File: src/rtl/adder_pkg.sv
// Shared definitions for the plain integer adder used by the core.
// XLEN   : native word width, used as the adder's default operand width.
// word_t : a native machine word.
package adder_pkg;

    localparam int XLEN = 32;

    typedef logic [XLEN-1:0] word_t;

endpackage : adder_pkg

File: src/rtl/cla4.sv
// 4-bit carry-lookahead slice.
// a, b : 4-bit operand nibbles
// cin  : carry into bit 0
// sum  : 4-bit sum
// cout : carry out of bit 3
// G, P : group generate / propagate for this nibble
module cla4 (
    input  logic [3:0] a,
    input  logic [3:0] b,
    input  logic       cin,
    output logic [3:0] sum,
    output logic       cout,
    output logic       G,
    output logic       P
);

    logic [3:0] g;
    logic [3:0] p;
    logic [3:1] c;

    assign g = a & b;
    assign p = a ^ b;

    // Every internal carry is a flat sum of products of g/p/cin, so no
    // carry ripples inside the slice.
    assign c[1] = g[0] | (p[0] & cin);
    assign c[2] = g[1] | (p[1] & g[0]) | (p[1] & p[0] & cin);
    assign c[3] = g[2] | (p[2] & g[1]) | (p[2] & p[1] & g[0])
                | (p[2] & p[1] & p[0] & cin);

    assign G = g[3] | (p[3] & g[2]) | (p[3] & p[2] & g[1])
             | (p[3] & p[2] & p[1] & g[0]);
    assign P = &p;

    assign cout = G | (P & cin);
    assign sum  = p ^ {c[3:1], cin};

endmodule : cla4

File: src/rtl/adder_32.sv
// Registered WIDTH-bit adder: y/cout hold (a + b) one clock after sampling.
// clk   : rising-edge clock
// reset : asynchronous active-high clear of y/cout
// a, b  : operands (unsigned or two's complement, same bits either way)
// y     : registered sum mod 2^WIDTH
// cout  : registered carry out of the MSB (unsigned overflow)
module adder_32
    import adder_pkg::*;
#(
    parameter int WIDTH = XLEN  // must be a multiple of 4
) (
    input  logic             clk,
    input  logic             reset,
    input  logic [WIDTH-1:0] a,
    input  logic [WIDTH-1:0] b,
    output logic [WIDTH-1:0] y,
    output logic             cout
);

    localparam int NSLICE = WIDTH / 4;

    logic [NSLICE:0]   c;
    logic [NSLICE-1:0] grp_g;
    logic [NSLICE-1:0] grp_p;
    logic [WIDTH-1:0]  y_d;
    logic              cout_d;
    logic [WIDTH-1:0]  y_q;
    logic              cout_q;

    assign c[0] = 1'b0;

    // Slice carries ripple nibble to nibble; this chain is the critical path.
    for (genvar i = 0; i < NSLICE; i++) begin : g_slice
        cla4 u_cla4 (
            .a    (a[4*i +: 4]),
            .b    (b[4*i +: 4]),
            .cin  (c[i]),
            .sum  (y_d[4*i +: 4]),
            .cout (c[i+1]),
            .G    (grp_g[i]),
            .P    (grp_p[i])
        );
    end

    assign cout_d = c[NSLICE];

    // Group G/P are left available for a second-level lookahead should the
    // ripple ever fail timing; nothing consumes them today.
    logic unused_grp;
    assign unused_grp = ^{grp_g, grp_p};

    always_ff @(posedge clk or posedge reset) begin
        if (reset) begin
            y_q    <= '0;
            cout_q <= 1'b0;
        end else begin
            y_q    <= y_d;
            cout_q <= cout_d;
        end
    end

    assign y    = y_q;
    assign cout = cout_q;

endmodule : adder_32

File: config.mk
export PLATFORM = sky130hd
export DESIGN_NAME = adder_32
export DESIGN_NICKNAME = d
export VERILOG_FILES = /design/src/rtl/adder_pkg.sv /design/src/rtl/cla4.sv /design/src/rtl/adder_32.sv
export SDC_FILE = /design/constraint.sdc
export NUM_CORES = 1
export LEC_CHECK = 0
export CAP_MARGIN = 20
export CORE_AREA = 8 8 88 90
export CTS_CLUSTER_DIAMETER = 100
export DETAILED_ROUTE_END_ITERATION = 6
export DIE_AREA = 0 0 96 98
export PLACE_DENSITY = 0.67
export REMOVE_ABC_BUFFERS = 1
export SYNTH_ARGS = -nofsm -noshare
export SYNTH_HDL_FRONTEND = slang
export SYNTH_SLANG_ARGS = --single-unit
File: constraint.sdc
create_clock -name clk -period 0.9 [get_ports clk]
set_clock_uncertainty 0.15 [all_clocks]
set_input_delay 0.09 -clock clk [delete_from_list [all_inputs] [get_ports clk]]
set_output_delay 0.09 -clock clk [all_outputs]
set_load 0.01 [all_outputs]
### Word level (Yosys, flattened, before mapping)

Index checks and enable logic that the tools add are counted.

| storage, ports and cells | value |
|---|---|
| output and inout port bits | 33 |
| RAM bits | 0 |
| register bits after elaboration | 33 |
| logic and storage cells | 223 |
| bits in latches | 0 |
| memories kept | 0 |
| memory bits (read-only) | 0 |

| operators by class | value |
|---|---|
| mux-type cells | 0 |
| $lt $le $gt $ge | 0 |
| add/subtract/negate cells | 0 |
| shift-type cells | 0 |
| reduce and logical (&&, ||, !) cells | 7 |
| $mul | 0 |
| bitwise operators | 214 |
| equal/unequal tests | 0 |
| div/mod/pow operators | 0 |

Operators with widths:

| cell | number |
|---|---|
| bitwise AND 1 bit | 114 |
| bitwise OR 1 bit | 76 |
| bitwise XOR 4 bit | 16 |
| bitwise AND 4 bit | 8 |
| AND reduction 4 bit | 7 |

### Longest topological paths before layout

| depth | value |
|---|---|
| depth after elaboration | 20 |
| depth in mapped cells | 11 |

### Cells and area by module

From an unflattened synthesis, not the netlist that was laid out.

| unflattened totals | value |
|---|---|
| cell total of the unflattened synthesis | 211 |
| area total of the unflattened synthesis | 2,362.3 um2 |

Modules (own cells, without submodules):

| module | seq. area each (um2) | times used | area an instance (um2) | cells each |
|---|---|---|---|---|
| cla4 at g_slice[2].u_cla4 ... | 0.0 | 6 | 193.9 | 22 |
| adder_32 | 825.8 | 1 | 833.3 | 35 |
| cla4 at g_slice[0].u_cla4 ... | 0.0 | 2 | 182.7 | 22 |

### Worst setup path before layout

OpenSTA, ideal clock, no wires.

| timing path | value |
|---|---|
| kind | input to register |
| from | input port a[9] |
| to | register y_q[17] (netlist: y[17]) |
| slack | -1.487 ns |
| arrival time | 2.110 ns |
| required time | 0.623 ns |
| library setup time | 0.127 ns |
| buffers on the path | 0 |
| stages | 11 |
| cells stage by stage | ha_1 -> nand4_2 -> o21bai_1 -> nor3_1 -> a21boi_1 -> o21a_1 -> o21a_1 -> o21ai_0 -> nand2b_1 -> fa_1 -> xor2_1 |

| between the ends | value |
|---|---|
| longest elaborated chain between the ends | 10 |
| elaborated cells between the ends (all ways) | 15 |

Ends and longest elaborated chain:

| item | line | RTL |
|---|---|---|
| start: declaration | adder_32.sv:14 | `input logic [WIDTH-1:0] a,` |
| bitwise AND 4 bit or bitwise XOR 4 bit (tied branches) | cla4.sv:21, cla4.sv:22 |  |
| bitwise AND 1 bit (on tied branches) | cla4.sv:31, cla4.sv:32 |  |
| bitwise OR 1 bit or bitwise AND 1 bit (tied branches) | cla4.sv:31, cla4.sv:32 |  |
| bitwise OR 1 bit | cla4.sv:32 | `\| (p[3] & p[2] & p[1] & g[0]);` |
| bitwise OR 1 bit (*) | cla4.sv:35 | `assign cout = G \| (P & cin);` |
| bitwise AND 1 bit (*) | cla4.sv:35 |  |
| bitwise OR 1 bit (*) | cla4.sv:35 |  |
| bitwise AND 1 bit (*) | cla4.sv:26 | `assign c[1] = g[0] \| (p[0] & cin);` |
| bitwise OR 1 bit (*) | cla4.sv:26 |  |
| bitwise XOR 4 bit (*) | cla4.sv:36 | `assign sum = p ^ {c[3:1], cin};` |
| named net g_slice[4].u_cla4.sum[1] | cla4.sv:11 | `output logic [3:0] sum,` |
| end signal: assignment | adder_32.sv:57 | `y_q <= y_d;` |
| end: declaration | adder_32.sv:27 | `logic [WIDTH-1:0] y_q;` |

The timed path passes the listed nets; every way through them passes the cells marked *.

### Final worst setup path

| timing path | value |
|---|---|
| from | input port b[10] |
| to | register y_q[28] (netlist: y[28]) |

| between the ends | value |
|---|---|
| longest elaborated chain between the ends | 15 |
| elaborated cells between the ends (all ways) | 22 |

Ends and longest elaborated chain:

| item | line | RTL |
|---|---|---|
| start: declaration | adder_32.sv:15 | `input logic [WIDTH-1:0] b,` |
| bitwise AND 4 bit or bitwise XOR 4 bit (tied branches) | cla4.sv:21, cla4.sv:22 |  |
| bitwise AND 1 bit (on tied branches) | cla4.sv:31, cla4.sv:32 |  |
| bitwise OR 1 bit, or another cell as far along | cla4.sv:31 | `assign G = g[3] \| (p[3] & g[2]) \| (p[3] & p[2] & g[1])` |
| bitwise OR 1 bit or bitwise AND 1 bit (tied branches) | cla4.sv:31, cla4.sv:32 |  |
| bitwise OR 1 bit | cla4.sv:32 |  |
| bitwise OR 1 bit (*) | cla4.sv:35 |  |
| bitwise AND 1 bit (*) | cla4.sv:35 |  |
| bitwise OR 1 bit (*) | cla4.sv:35 |  |
| bitwise AND 1 bit (*) | cla4.sv:35 |  |
| bitwise OR 1 bit (*) | cla4.sv:35 |  |
| bitwise AND 1 bit (*) | cla4.sv:35 |  |
| bitwise OR 1 bit (*) | cla4.sv:35 |  |
| bitwise AND 1 bit (*) | cla4.sv:35 |  |
| bitwise OR 1 bit (*) | cla4.sv:35 |  |
| bitwise XOR 4 bit (*) | cla4.sv:36 |  |
| named net g_slice[7].u_cla4.sum[0] | cla4.sv:11 |  |

Marked as above.

==> flow_summary.ini <==
[global_routing]
antenna_found_initial = 0
grt_max_degree = 34
grt_pass1_vias = 2492
grt-ovfl-total = 0
grt_usage_pct = 15.50
grt_first_pass_wirelength_microns = 11630

[layout]
diodes = 0
area_growth_pct = 106.5
fillCellCount = 475
drive_gt1_share_pct = 65.70
fin_nets = 484
final_cells = 459

[detailed_routing]
drtIter0Drc = 24
avgRoutedWirePerCell_microns = 15.36
drtAntennaViolNets = 0
drt_wl_total_microns = 7052
vias = 2169
firstDrtPassIters = 4
drc = 0
drt-vias-per-instance = 4.725

[run_status]
violations = hold timing, setup timing
status = finished with violations

[die]
die_area_sq_um = 9408
die_w_microns = 96
coreArea_sq_um = 6494
start_util_pct = 33.35
core.rowCount = 30
io_pins = 99
die_y_microns = 98

[clocking]
cts_sinks = 33
root_buffer = clkbuf_8
numCtsBuffers = 5
cts_tree = built
htree_num_levels = 2
clk_path_buf_depth = 2
clk_pin_slew_worst_paths_ns = 0.07

[power_and_ir_drop]
pwr_density_cell_nw_per_um2 = 1323
power_w = 0.005919
peakVddDrop_mv = 0.6856
leakage_nw = 2.032

[placement]
port_buffers = 98
gp_congestion = 0.7705
place_hpwl_microns = 4872
dp_cells = 431

[synth]
synth.area.top_cells = dfrtp_1, ha_1, fa_1
synth_cell_type_count = 40
synth_area_sq_um = 2166
ys_top_cells_by_count = dfrtp_1, ha_1, a21oi_1, xor2_1
synth.most_common_cell = dfrtp_1
synth-main-ff-cell = dfrtp_1
yosys.area.top_type = dfrtp_1
syn_avg_cell_area_sq_um = 11.16
synth_top_area_share_pct = 38.13
async_flop_share_pct = 100.0
ys_seq_area_share_pct = 38.13
netlist_instances = 194
synth-seq-cells = 33
synth_edf_count = 0
yosys_warnings = 0

[worst_setup_path]
critPathKind = in2reg
crit_fanout = 5
cp.required_ns = 0.90
startpoint_type = input port
worstPathArrival_ns = 2.16
endpoint_kind = flop

[timing]
setup_viol = 64
relSlewSlack_pct = 81.69
slew_violations = 0
tightest_slew_ns = 0.2717
period_minus_slack_ns = 2.152
fmax_ghz = 0.4648
timing.hold.ws_ns = -0.1308
rsz0062_at_grt = true
worst_slack_ns = -1.252
finalCritPeriodShare_pct = 239.1
hold_violations = 2

[worst_hold_path]
worstHoldPathType = in2reg

[flow_run]
cap_violations = 0
[per-stage QoR]
stage	cell area [sq um]	setup slack [ns]	utilization, %	TNS, ns
2_1_floorplan	2166	-1.487	-	-31.90
3_3_place_gp	3702	-2.030	57.01	-56.33
3_5_place_dp	3702	-2.084	57.01	-57.59
4_1_cts	4274	-1.267	65.82	-30.40
5_1_grt	4473	-1.303	68.88	-33.18
6_report	4473	-1.252	68.88	-30.49
[area by class of cell]
cell class                      instances  area (sq um)  area share [%]
Multi-Input combinational cell        153          1973           44.11
Timing Repair Buffer                  177          1441           32.22
Sequential cell                        33         825.8           18.46
Tap cell                               80         100.1           2.238
Clock buffer                            7         96.34           2.154
Inverter                                8         31.28          0.6993
Clock inverter                          1         5.005          0.1119
[cell families after synthesis]
group / share of synthesized area (%)
adders and majority gates: 25.88
AOI/OAI and AO/OA: 16.35
DFF: 38.13
and+or+nand+nor: 9.706
xor gates and xnor gates: 8.492
buffers and inverters: 1.444
[worst max-delay path, cell delays in order]
cell,delay (ns)
buf_6,0.10
ha_4,0.32
nand4_4,0.15
nor3_4,0.28
buf_6,0.14
o31ai_4,0.05
nand3_2,0.11
a41oi_2,0.14
o21ai_2,0.27
fa_2,0.49
[state kept, by name, summed over array words and instances (netlist names)]
register	cells
cout	1
y	32
[report_power, final]
group          internal [W]  switching, W
registers           0.00178     0.0000913
clock network      0.000692      0.000550
logic               0.00157       0.00124
[repair_timing]
item                       4_1_cts  5_1_grt
buffers inserted                16        8
resized for setup              408       53
hold endpoints to repair         1        2
setup endpoints to repair       65       65
cloned                           0        0
pin swaps                       75       45
[layout by cell type, fill, tap and decap left out, types with 3 or more instances in the layout]
master and count:
ha_4 21, nand2_2 3, ha_1 11, nor2_1 5
nand3_4 4, clkbuf_2 5, fa_2 8, a21o_1 6
xor2_1 11, o21a_1 6, nand2_4 4, o21ai_2 3
a21oi_2 5, nor2_2 3, dlygate4sd2_1 3, clkdlybuf4s50_1 19
xnor2_2 3, dfrtp_1 33, clkbuf_8 7, a21oi_4 5
buf_2 41, buf_6 40, inv_1 5, nor2_4 3
nand2_1 4, nor3_1 3, xnor2_1 6, buf_4 65
[per-layer routing]
layer / up-vias / wire length [microns] / global-route usage, %
li1: 1066 / - / -
met3: 2 / 342 / 2.763
met1: 1052 / 2757 / 17.14
met4: 0 / 48 / 4.615
met5: - / 0 / 0
met2: 49 / 3904 / 28.53
[final timing paths]
check	cells after the start	start	to	slack (ns)
max in group asynchronous	3	reset	y[29]	0.41
setup / recovery	10	b[10]	y[28]	-1.25
min in group asynchronous	3	reset	cout	0
hold / removal	2	a[0]	y[0]	-0.13
Note: power is estimated with default switching activity, not from simulation.
